===== config.mk =====
export PLATFORM = sky130hd
export DESIGN_NAME = i2s_master_link
export DESIGN_NICKNAME = d
export VERILOG_FILES = /design/src/rtl/i2s_master_link.sv
export SDC_FILE = /design/constraint.sdc
export NUM_CORES = 1
export LEC_CHECK = 0
export CAP_MARGIN = 10
export CORE_ASPECT_RATIO = 2
export CORE_UTILIZATION = 30
export DETAILED_ROUTE_END_ITERATION = 8
export HOLD_SLACK_MARGIN = 0.03
export SYNTH_ARGS = -nofsm -noshare
export SYNTH_HDL_FRONTEND = slang
export SYNTH_SLANG_ARGS = --single-unit

===== constraint.sdc =====
create_clock -name clk -period 4.25 [get_ports clk]
set_input_delay 0.6375 -clock clk [delete_from_list [all_inputs] [get_ports clk]]
set_output_delay 0.6375 -clock clk [all_outputs]
set_load 0.05 [all_outputs]

===== src/rtl/i2s_master_link.sv =====
// Codec-side I2S master: generates AUD_BCLK/AUD_LRCK from clk, serializes one mono
// sample into both slots on AUD_ADCDAT and recovers the left-slot sample from AUD_DACDAT.
module i2s_master_link #(
    parameter int BCLK_DIV    = 4,
    parameter int SAMPLE_BITS = 16,
    parameter int SLOT_BITS   = 32
) (
    input  logic                   clk,
    input  logic                   rst_n,
    input  logic                   en,
    output logic                   AUD_BCLK,
    output logic                   AUD_LRCK,
    output logic                   AUD_ADCDAT,
    input  logic                   AUD_DACDAT,
    input  logic [SAMPLE_BITS-1:0] tx_data,
    input  logic                   tx_valid,
    output logic                   tx_ready,
    output logic [SAMPLE_BITS-1:0] rx_data,
    output logic                   rx_valid,
    output logic                   tx_underrun
);

    localparam int DIV_W = (BCLK_DIV > 1) ? $clog2(BCLK_DIV) : 1;
    localparam int CNT_W = $clog2(SLOT_BITS);
    localparam logic [DIV_W-1:0] DIV_LAST = DIV_W'(BCLK_DIV - 1);
    localparam logic [CNT_W-1:0] CNT_LAST = CNT_W'(SLOT_BITS - 1);
    localparam logic [CNT_W-1:0] CNT_LSB  = CNT_W'(SAMPLE_BITS);

    typedef enum logic {IDLE, RUN} state_t;

    state_t                 state;
    logic [DIV_W-1:0]       div;
    logic [CNT_W-1:0]       bit_cnt;
    logic [SAMPLE_BITS-1:0] tx_shift;
    logic [SAMPLE_BITS-1:0] rx_shift;
    logic                   rx_pend;

    logic [CNT_W-1:0]       bit_nxt;
    logic                   div_wrap;
    logic                   frame_start;

    // Slot bit b carries sample[SAMPLE_BITS-b] for b in 1..SAMPLE_BITS (one-bit I2S delay).
    function automatic logic in_sample(input logic [CNT_W-1:0] b);
        in_sample = (b >= CNT_W'(1)) && (b <= CNT_LSB);
    endfunction

    function automatic logic slot_bit(input logic [SAMPLE_BITS-1:0] s,
                                      input logic [CNT_W-1:0] b);
        logic [SAMPLE_BITS-1:0] t;
        t        = s << (b - CNT_W'(1));
        slot_bit = in_sample(b) ? t[SAMPLE_BITS-1] : 1'b0;
    endfunction

    assign bit_nxt  = (bit_cnt == CNT_LAST) ? '0 : bit_cnt + CNT_W'(1);
    assign div_wrap = (div == DIV_LAST);

    // A frame starts on RUN entry or on the fall that takes LRCK from right back to left.
    assign frame_start = en && ((state == IDLE) ||
                                (div_wrap && AUD_BCLK && AUD_LRCK && (bit_cnt == CNT_LAST)));

    always_ff @(posedge clk) begin
        if (!rst_n) begin
            state       <= IDLE;
            div         <= '0;
            bit_cnt     <= '0;
            AUD_BCLK    <= 1'b0;
            AUD_LRCK    <= 1'b0;
            AUD_ADCDAT  <= 1'b0;
            tx_shift    <= '0;
            rx_shift    <= '0;
            rx_pend     <= 1'b0;
            rx_data     <= '0;
            rx_valid    <= 1'b0;
            tx_ready    <= 1'b0;
            tx_underrun <= 1'b0;
        end else begin
            tx_ready <= 1'b0;
            rx_valid <= 1'b0;
            case (state)
                IDLE: begin
                    div        <= '0;
                    bit_cnt    <= '0;
                    AUD_BCLK   <= 1'b0;
                    AUD_LRCK   <= 1'b0;
                    AUD_ADCDAT <= 1'b0;
                    rx_pend    <= 1'b0;
                    if (en) state <= RUN;
                end
                RUN: begin
                    if (!en) begin
                        state      <= IDLE;
                        div        <= '0;
                        bit_cnt    <= '0;
                        AUD_BCLK   <= 1'b0;
                        AUD_LRCK   <= 1'b0;
                        AUD_ADCDAT <= 1'b0;
                        rx_pend    <= 1'b0;
                    end else begin
                        if (rx_pend) begin
                            rx_data  <= rx_shift;
                            rx_valid <= 1'b1;
                            rx_pend  <= 1'b0;
                        end
                        if (div_wrap) begin
                            div      <= '0;
                            AUD_BCLK <= ~AUD_BCLK;
                            if (!AUD_BCLK) begin
                                // Rise: only the left slot feeds the receiver.
                                if (!AUD_LRCK && in_sample(bit_cnt)) begin
                                    rx_shift <= {rx_shift[SAMPLE_BITS-2:0], AUD_DACDAT};
                                    if (bit_cnt == CNT_LSB) rx_pend <= 1'b1;
                                end
                            end else begin
                                bit_cnt    <= bit_nxt;
                                AUD_ADCDAT <= slot_bit(tx_shift, bit_nxt);
                                if (bit_cnt == CNT_LAST) AUD_LRCK <= ~AUD_LRCK;
                            end
                        end else begin
                            div <= div + DIV_W'(1);
                        end
                    end
                end
                default: state <= IDLE;
            endcase

            // Bit 0 of a new frame is always 0, so the freshly latched sample is
            // not needed on ADCDAT until the following fall.
            if (frame_start) begin
                tx_shift <= tx_valid ? tx_data : '0;
                tx_ready <= tx_valid;
                if (!tx_valid) tx_underrun <= 1'b1;
            end
        end
    end

endmodule

[After elaboration in Yosys (flattened, before gate mapping)]
Cells that the tools add are included.
Storage, ports and cells
  ROM bits: 0
  latch bits: 0
  memories: 0
  word-level logic and storage cells: 77
  input port bits: 21
  flip-flop bits (word level): 63
  bits in writable memories: 0
Cells by class
  div/mod/pow operators: 0
  reduce and logical (&&, ||, !) cells: 16
  bitwise operators: 4
  equal/unequal tests: 6
  multipliers: 0
  shift-type cells: 1
  mux-type cells: 30
  $add $sub $neg: 3
  magnitude comparators: 4
Operators with widths (number)
  two-way mux 5 bit: 4
  two-way mux 1 bit: 17
  two-way mux 16 bit: 1
  << shifter 16 x 5 -> 16 bit: 1
  equality test 5 bit (second input constant): 2
  greater-or-equal comparator 5 x 1 -> 1 bit (second input constant): 2
  <= comparator 5 bit (second input constant): 2
  one-hot mux 5 bit (2 select lines): 1
  AND reduction 3 bit: 3
  one-hot mux 1 bit (2 select lines): 4
  logical AND 1 bit: 7
  != test 3 x 2 -> 1 bit (second input constant): 2
  AND reduction 2 bit: 3
  adder 5 x 1 -> 5 bit (second input constant): 1
  AND reduction 5 bit: 1
  subtractor 5 x 1 -> 5 bit (second input constant): 1
  two-way mux 2 bit: 2
  NOT 1 bit: 4
  one-hot mux 2 bit (2 select lines): 1
  != test 3 bit (second input constant): 1
  adder 2 x 1 -> 2 bit (second input constant): 1
  equality test 2 bit (second input constant): 1
  zero test 1 bit: 1
  logical OR 1 bit: 1

[Logic depth before layout (Yosys ltp)]
Gate-level depths: netlist of the first run.
  depth after elaboration: 9
  gate-level depth with buffers: 12
  mapped depth without buffers: 11

[Least setup slack after synthesis of the first run]
Ideal clock, no wire load.
  path type: reg2reg
  start point: register bit_cnt[1]
  end point: register AUD_ADCDAT
  stages on the path, launching flop included: 12
  data required time: 4.116 ns
  period minus slack after synthesis: 3.057 ns
  arrival: 2.923 ns
  path buffers: 1
  slack: 1.193 ns
  setup time: 0.134 ns
  path through: dfxtp_1 -> ha_1 -> and3_2 -> ha_1 -> buf_2 -> nand2b_1 -> ha_1 -> or3_1 -> nand2_2 -> mux4_2 -> a22oi_2 -> o22ai_2
On the way
  cells in the longest elaborated chain, start to end: 9
  elaborated cells between the ends (all ways): 13
RTL lines
  from (decl): line 33  | logic [CNT_W-1:0] bit_cnt;
  from (signal assigned): line 114  | bit_cnt <= bit_nxt;
  adder 5 x 1 -> 5 bit or equality test 5 bit (tied branches): line 54  | assign bit_nxt = (bit_cnt == CNT_LAST) ? '0 : bit_cnt + CNT_W'(1);
  two-way mux 5 bit *: line 54
  subtractor 5 x 1 -> 5 bit (tied with other cells): line 50  | t = s << (b - CNT_W'(1));
  << shifter 16 x 5 -> 16 bit or logical AND 1 bit (tied branches): line 50, 44
  two-way mux 1 bit *: line 51  | slot_bit = in_sample(b) ? t[SAMPLE_BITS-1] : 1'b0;
  two-way mux 1 bit *: line 107  | if (!AUD_BCLK) begin
  two-way mux 1 bit *: line 104  | if (div_wrap) begin
  two-way mux 1 bit *: line 90  | if (!en) begin
  one-hot mux 1 bit (2 select lines) *: line 79  | case (state)
  to (signal assigned): line 115  | AUD_ADCDAT <= slot_bit(tx_shift, bit_nxt);
  to (decl): line 13  | output logic AUD_ADCDAT,
Every way passes the cells marked *; elsewhere a longest branch is shown, timed or not. The select of a mux whose other input is x is not followed.
A chain may end at the register's enable or synchronous reset.

[Worst setup path after layout of the first run]
  start point: register bit_cnt[0]
  end point: register AUD_ADCDAT
Same word-level chain as after synthesis.

==> flow_summary.toml, run 1 <==
[synthesis]
syn_area_per_cell_um2 = 9.25
ys_top_cells_by_area = "dfxtp_1, a21boi_0, nand2_1"
syn-cell-area_um2 = 2770
syn-num-nets = 328
synth_top_area_frac = 0.456
synth_cell_types = 49
ys_ff_latch = 63
yosysSeqAreaShare = 0.456
synth_top_area_cell = "dfxtp_1"
synth_edf_count = 0
ys_warn_count = 0
async_flop_share = 0
synth_cells = 299
synth_ff_type = "dfxtp_1"

[timing]
slew_headroom = 0.376
hold_viol = 0
timing.fmax_mhz = 273
finalSetupTns_ns = 0
rsz0062_at_grt = "no"
whs_ns = 0.422
finalCritPeriodShare = 0.863
slew_viol_final = 0
worst_pin_slew_ns = 0.935
skew_ns = 0.00703
fin_crit_ns = 3.67
setup_violations = 0

[power_and_ir_drop]
ir_drop_v = 0.000207
power.density_nw_per_um2 = 412
power_leakage_nw = 1.34

[route]
detailedRoute.firstPassIterationCount = 4
via_per_inst = 4.87
vias = 2139
postRouteAntennaNets = 0
routedWlPerCell_um = 13.5
routed_wl_mm = 5.92
drt_iter0_drc = 69
route.detailed.drc = 0

[clock_tree]
cts-hold-fix-buffers = 0
cts_resized = 0
h-tree-depth = 3
clkSinkCount = 63
cts_root_buf = "clkbuf_16"
cts_made_buffers = 9
clk_pin_slew_worst_paths_ns = 0.06
cts_tree = "done"
clk_path_buf_depth = 2
insertion_delay_ns = 0.33
postCtsSetupRepairBufs = 0

[cells_and_area]
register_area_um2 = 1260
utilization = 0.397
fillers = 891
drive_gt1_frac = 0.0861
final_common_cell = "dfxtp_1"
syn_to_final_growth_pct = 28.6
layout_common_cells = "dfxtp_1, nand2_1, clkdlybuf4s50_1, a21boi_0, mux2i_1"
multi_input_area_um2 = 1390
num_antenna_cells = 0
final_nets = 361

[critical_path]
reg2reg_slack_ns = 0.58
reg2reg_depth = 11
critPathKind = "register to register"
rr_startpoint = "bit_cnt[0]"
critPathMaxFanout = 15
critPathLaunchType = "register"
r2r-end = "AUD_ADCDAT"
arrival_ns = 3.87
endpoint_kind = "register"
required_ns = 4.45

[floorplan]
die_width_um = 69.9
dieArea_um2 = 9630
rows = 49
start_util = 0.309
core_area_um2 = 8950
die_h_um = 138
io_pins = 43

[grt]
grt_pass1_vias = 2142
use_met2 = 0.256
top_usage_layer = "met2"
antenna_found_initial = 0
grt_util_met1 = 0.125
met3_usage = 0.0300
grt_max_degree = 27
grt.total_usage = 0.133
grt.overflow.total = 0
grt_pass1_wl_mm = 9.84

[worst_hold_path]
min_to = "div[0]"
min-delay-start = "div[0]"
hold_path_class = "register to register"
worstHoldPathCells = 1

[status]
status = "completed"

[place]
hpwl_mm = 4.35
port_buffers = 42
gp_congestion = 0.765

[flow_run]
cap_violations = 0
[layout make-up]
type,count,area share
clock buffer,11,0.0711
inverter,4,0.00422
sequential,63,0.355
tap,102,0.0359
multi-input combinational,211,0.391
clock inverter,5,0.0225
timing repair buffer,43,0.120
[cells by family (layout without fill, tap and decap cells)]
| family | after synthesis | count (layout) | share of synthesized area |
|---|---|---|---|
| compound gates | 55 | 55 | 0.150 |
| xor+xnor | 5 | 5 | 0.0186 |
| fa+ha+maj | 8 | 8 | 0.0362 |
| buf+inv | 25 | 63 | 0.0412 |
| flops | 63 | 63 | 0.456 |
| mux | 24 | 24 | 0.0937 |
| simple gates | 119 | 119 | 0.205 |
[cell usage after synthesis, types with 2 or more instances]
master and instances:
nor3_1 4, buf_4 2, clkbuf_1 14, dfxtp_1 63, a22o_1 6, mux2_2 3, and2_1 3, and3_1 2
nand3_1 15, nor2_1 14, xor2_1 2, a311oi_1 2, mux2_1 2, a21boi_0 26, ha_1 8, o21ai_0 3
buf_2 4, a21oi_1 6, mux2i_1 18, inv_1 4, a211oi_1 2, xnor2_1 2, nor2b_1 17, nand2_1 52
[through the flow]
| step | instance area [µm²] | total power [mW] | setup slack (ns) | std cells |
|---|---|---|---|---|
| 2_1_floorplan | 2770 | 0.644 | 1.19 | 299 |
| 3_3_place_gp | 3220 | 0.673 | 0.688 | 423 |
| 3_5_place_dp | 3220 | 0.673 | 0.615 | 423 |
| 4_1_cts | 3550 | 1.48 | 0.595 | 439 |
| 5_1_grt | 3550 | 1.52 | 0.345 | 439 |
| 6_report | 3550 | 1.46 | 0.583 | 439 |
[worst max path at each step]
stage                     startpoint    endpoint  slack [ns]  depth (start not counted)
final                     bit_cnt[0]  AUD_ADCDAT        0.58                         11
after CTS                 bit_cnt[0]  AUD_ADCDAT        0.60                         11
after floorplan           bit_cnt[1]  AUD_ADCDAT        1.19                         11
after detailed placement  bit_cnt[0]  AUD_ADCDAT        0.62                         11
after global placement    bit_cnt[0]  AUD_ADCDAT        0.69                         11
after global routing      bit_cnt[0]  AUD_ADCDAT        0.34                         11
[power breakdown]
group	switching [mW]	internal (mW)
clock network	0.261	0.544
registers	0.00443	0.599
logic	0.0259	0.0310
[worst max-delay path, stage by stage, from the launching register on]
cell,delay [ns]
dfxtp_1,0.42
ha_1,0.34
and3_2,0.24
ha_1,0.35
nor2_2,0.47
inv_1,0.13
ha_1,0.26
or3_1,0.43
nand2_2,0.11
mux4_2,0.50
a22oi_2,0.19
o22ai_2,0.09
[metal layers]
metal / part of all wire / wire length [µm] / up-vias
met5: 0 / 0 / -
met4: 0.023 / 134 / 0
met3: 0.025 / 148 / 10
met2: 0.57 / 3350 / 39
met1: 0.39 / 2280 / 999
li1: - / - / 1091
[state kept, by name, indices dropped and copies added, names as in the netlist]
register / cells
bit_cnt: 5
tx_ready: 1
tx_shift: 16
state: 1
rx_valid: 1
AUD_ADCDAT: 1
rx_shift: 16
tx_underrun: 1
rx_pend: 1
div: 2
AUD_BCLK: 1
AUD_LRCK: 1
rx_data: 16
(Power assumes the default switching activity.)
==> run 2, diff against run 1 <==
Settings changed: CORE_ASPECT_RATIO 2 to default.
==> run 2 against run 1 <==
Compared with the run above:
- the run now ends with DRC left
- worst hold slack better by 0.0073 ns
- via count decreased by 2.5%
- clock skew grew 0.0051 ns
- largest cell class unchanged
==> flow_summary.toml, run 2 (synthesized netlist as in run 1, its figures left out) <==
[worst_hold_path]
hold_path_class = "register to register"
worstHoldPathCells = 1
min-delay-start = "div[0]"
min_to = "div[0]"

[critical_path]
reg2reg_depth = 11
r2r-end = "AUD_ADCDAT"
critPathLaunchType = "register"
reg2reg_slack_ns = 0.84
endpoint_kind = "register"
required_ns = 4.46
rr_startpoint = "bit_cnt[0]"
critPathMaxFanout = 12
critPathKind = "register to register"
arrival_ns = 3.61

[power_and_ir_drop]
total_power_mw = 1.18
clkPwrFrac = 0.442
p_sw_mw = 0.263
p_seq_frac = 0.511
power.density_nw_per_um2 = 343
p_sw_frac = 0.223
power_frac_comb = 0.047
ir_drop_v = 0.000190
power_leakage_nw = 1.29
intPower_mw = 0.915

[timing]
whs_ns = 0.430
worst_pin_slew_ns = 0.889
fin_crit_ns = 3.41
timing.fmax_mhz = 294
slew_headroom = 0.407
finalCritPeriodShare = 0.802
skew_ns = 0.0121
hold_viol = 0
rsz0062_at_grt = "no"
slew_viol_final = 0
setup_violations = 0
finalSetupTns_ns = 0

[floorplan]
start_util = 0.314
io_pins = 43
core_area_um2 = 8810
die_width_um = 98.0
die_h_um = 98.0
rows = 34
dieArea_um2 = 9600

[cells_and_area]
drive_gt1_frac = 0.0858
layout_common_cells = "dfxtp_1, nand2_1, clkdlybuf4s50_1, a21boi_0, mux2i_1"
final_common_cell = "dfxtp_1"
syn_to_final_growth_pct = 24.2
top_regs = "rx_data x16, rx_shift x16, tx_shift x16"
num_antenna_cells = 0
fillers = 897
final_nets = 362
stdcell_area_um2 = 3430
utilization = 0.390

[clock_tree]
cts_tree = "done"
insertion_delay_ns = 0.33
clk_pin_slew_worst_paths_ns = 0.07
h-tree-depth = 3
postCtsSetupRepairBufs = 0
clkSinkCount = 63
clk_path_buf_depth = 2
cts-hold-fix-buffers = 0
cts_root_buf = "clkbuf_8"
cts_resized = 0
cts_made_buffers = 9

[grt]
grt_pass1_wl_mm = 9.20
grt_pass1_vias = 1978
grt.total_usage = 0.120
grt_max_degree = 49
antenna_found_initial = 0
grt.overflow.total = 0

[status]
violations = "DRC"
status = "complete, but fails checks"

[route]
postRouteAntennaNets = 0
drt_iter0_drc = 92
routedWlPerCell_um = 12.1
detailedRoute.firstPassIterationCount = 6
via_per_inst = 4.67
routed_wl_mm = 5.40
route.detailed.drc = 2
vias = 2085

[flow_run]
cap_violations = 0

[place]
gp_congestion = 0.777
placed_area_um2 = 3240
port_buffers = 42
hpwl_mm = 3.77
==> run 2: changes by cell type in the layout (fill, tap and decap cells not counted) <==
cell        change
clkbuf_16       -9
clkbuf_8        +8
buf_4           +1
bufinv_16       -1
clkbuf_1        +1
clkinv_2        +1
clkinvlp_4      -1
inv_6           +1
==> run 2: power by group through the flow <==
stage               combinational, mW  sequential, mW  clock [mW]
floorplan                      0.0266           0.617           0
global placement               0.0559           0.616           0
detailed placement             0.0558           0.616           0
CTS                            0.0560           0.602       0.536
global route                   0.0600           0.603       0.562
finish                         0.0557           0.602       0.521
==> run 2: worst max-delay path by stage <==
stage | start | to | slack, ns | cells past startpoint
after floorplan | bit_cnt[1] | AUD_ADCDAT | 1.19 | 11
after detailed placement | bit_cnt[0] | AUD_ADCDAT | 0.84 | 11
after global placement | bit_cnt[0] | AUD_ADCDAT | 0.92 | 11
after CTS | bit_cnt[0] | AUD_ADCDAT | 0.83 | 11
after global routing | bit_cnt[0] | AUD_ADCDAT | 0.64 | 11
final | bit_cnt[0] | AUD_ADCDAT | 0.84 | 11
==> run 2: area by class of cell <==
class,count,area (µm²),area share
Multi-Input combinational cell,211,1390,0.405
Sequential cell,63,1260,0.367
Timing Repair Buffer,44,435,0.127
Clock buffer,11,141,0.0412
Tap cell,108,135,0.0393
Clock inverter,5,56.3,0.0164
Inverter,4,15.0,0.00437
==> run 2: metal layers <==
layer,track usage,wire length [µm]
met2,0.182,2370
met5,0,0
met4,0.0641,97
met1,0.158,2740
met3,0.0265,191
==> run 2: critical path, stage by stage, from the launching register on <==
cell	delay (ns)
dfxtp_1	0.43
ha_1	0.34
and3_2	0.24
ha_1	0.20
nor2_2	0.36
inv_1	0.12
ha_1	0.24
or3_1	0.43
nand2_2	0.12
mux4_2	0.51
a22oi_2	0.18
o22ai_2	0.09
==> run 2: metrics by stage <==
stage                     worst slack (ns)  std cells
after CTS                            0.828        446
after floorplan                       1.19        299
after global placement               0.925        430
after global routing                 0.636        446
final                                0.843        446
after detailed placement             0.837        430
==> run 3, diff against run 2 <==
Clock period 4.25 ns to 3.1 ns, I/O delays scaled along.
==> run 3 against run 2 <==
Compared with the run above:
- register-to-register slack worse by 0.70 ns
- largest power group unchanged
- largest cell class unchanged
- die area stayed put
- critical path type unchanged
- clock skew is 0.0022 ns lower
- clock power is 20% higher
- the flow still finishes with violations (DRC)
- cell area is 0.15% higher
- via count is 2.4% higher
- sequential power is 37% higher
- first-iteration DRC count is 4.3% lower
==> flow_summary.toml, run 3 (synthesized netlist as in run 1, its figures left out) <==
[status]
status = "complete, but fails checks"
violations = "DRC"

[grt]
grt_pass1_wl_mm = 9.56
grt_max_degree = 43
grt_pass1_vias = 2067
antenna_found_initial = 0
grt.total_usage = 0.125
grt.overflow.total = 0

[clock_tree]
insertion_delay_ns = 0.34
clk_pin_slew_worst_paths_ns = 0.07
postCtsSetupRepairBufs = 0
h-tree-depth = 3
cts_resized = 0
cts_root_buf = "clkbuf_8"
cts_tree = "done"
cts_made_buffers = 9
clk_path_buf_depth = 2
clkSinkCount = 63
cts-hold-fix-buffers = 0

[power_and_ir_drop]
power.density_nw_per_um2 = 445
ir_drop_v = 0.000178
power_leakage_nw = 1.30

[place]
hpwl_mm = 3.85
dp_cells = 434
gp_congestion = 0.797
port_buffers = 42

[route]
vias = 2134
detailedRoute.firstPassIterationCount = 6
drt_iter0_drc = 88
route.detailed.drc = 2
routedWlPerCell_um = 12.3
routed_wl_mm = 5.55
postRouteAntennaNets = 0
via_per_inst = 4.74

[timing]
slew_headroom = 0.381
skew_ns = 0.00987
timing.fmax_mhz = 338
hold_viol = 0
worst_pin_slew_ns = 0.929
setup_violations = 0
fin_crit_ns = 2.96
rsz0062_at_grt = "no"
slew_viol_final = 0
finalSetupTns_ns = 0
finalCritPeriodShare = 0.956

[critical_path]
rr_startpoint = "bit_cnt[1]"
critPathMaxFanout = 6
arrival_ns = 3.18
endpoint_kind = "register"
critPathLaunchType = "register"
required_ns = 3.31
cp-startpoint = "bit_cnt[1]"
critPathKind = "register to register"

[cells_and_area]
syn_to_final_growth_pct = 24.4
final_common_cell = "dfxtp_1"
drive_gt1_frac = 0.0994
layout_common_cells = "dfxtp_1, nand2_1, clkdlybuf4s50_1, a21boi_0, mux2i_1"
fin_cells = 450
top_regs = "rx_data x16, rx_shift x16, tx_shift x16"
num_antenna_cells = 0
final_nets = 366

[flow_run]
cap_violations = 0

[worst_hold_path]
hold_path_class = "register to register"
min-delay-start = "div[0]"

[floorplan]
start_util = 0.314
core_area_um2 = 8810
rows = 34
die_width_um = 98.0
die_h_um = 98.0
dieArea_um2 = 9600
io_pins = 43
[run 3: final cells by class]
| type | count | area, µm² |
|---|---|---|
| tap | 108 | 135 |
| clock buffer | 9 | 124 |
| multi-input combinational | 211 | 1390 |
| sequential | 63 | 1260 |
| fill | 895 | 5370 |
| inverter | 4 | 15.0 |
| timing repair buffer | 48 | 465 |
| clock inverter | 7 | 48.8 |
[run 3: routing by layer]
metal | share of wire | up-vias | global-route usage
met5 | 0 | - | 0
li1 | - | 1100 | -
met2 | 0.45 | 37 | 0.194
met3 | 0.039 | 8 | 0.0358
met1 | 0.50 | 989 | 0.161
met4 | 0.012 | 0 | 0.0594
[run 3: critical path, cell delays in order, from the launching register on]
cell and delay [ns]:
dfxtp_1 0.36, ha_1 0.21, and3_2 0.22, ha_1 0.21
nand2b_1 0.22, ha_1 0.28, or3_1 0.44, nand2_2 0.12
mux4_2 0.51, a22oi_2 0.18, o22ai_2 0.09
[run 3: final timing paths]
path | end | slack, ns | cells past startpoint
setup / recovery | AUD_ADCDAT | 0.14 | 10
hold / removal | div[0] | 0.43 | 1
setup reg to reg | AUD_ADCDAT | 0.14 | 10
hold reg to reg | div[0] | 0.43 | 1
[run 3: through the flow]
stage / area, µm² / utilization / worst slack [ns] / hold slack (ns) / total power [mW]
after floorplan: 2770 / - / 0.0426 / 0.404 / 0.883
after global placement: 3270 / 0.371 / 0.242 / 0.414 / 0.922
after detailed placement: 3270 / 0.371 / 0.156 / 0.422 / 0.922
after CTS: 3440 / 0.391 / 0.145 / 0.431 / 1.55
after global routing: 3440 / 0.391 / 0.0144 / 0.466 / 1.60
final: 3440 / 0.391 / 0.138 / 0.427 / 1.53
[run 3: power by group]
part	internal [mW]	switching (mW)
Clock	0.291	0.336
Combinational	0.0433	0.0339
Sequential	0.819	0.00607
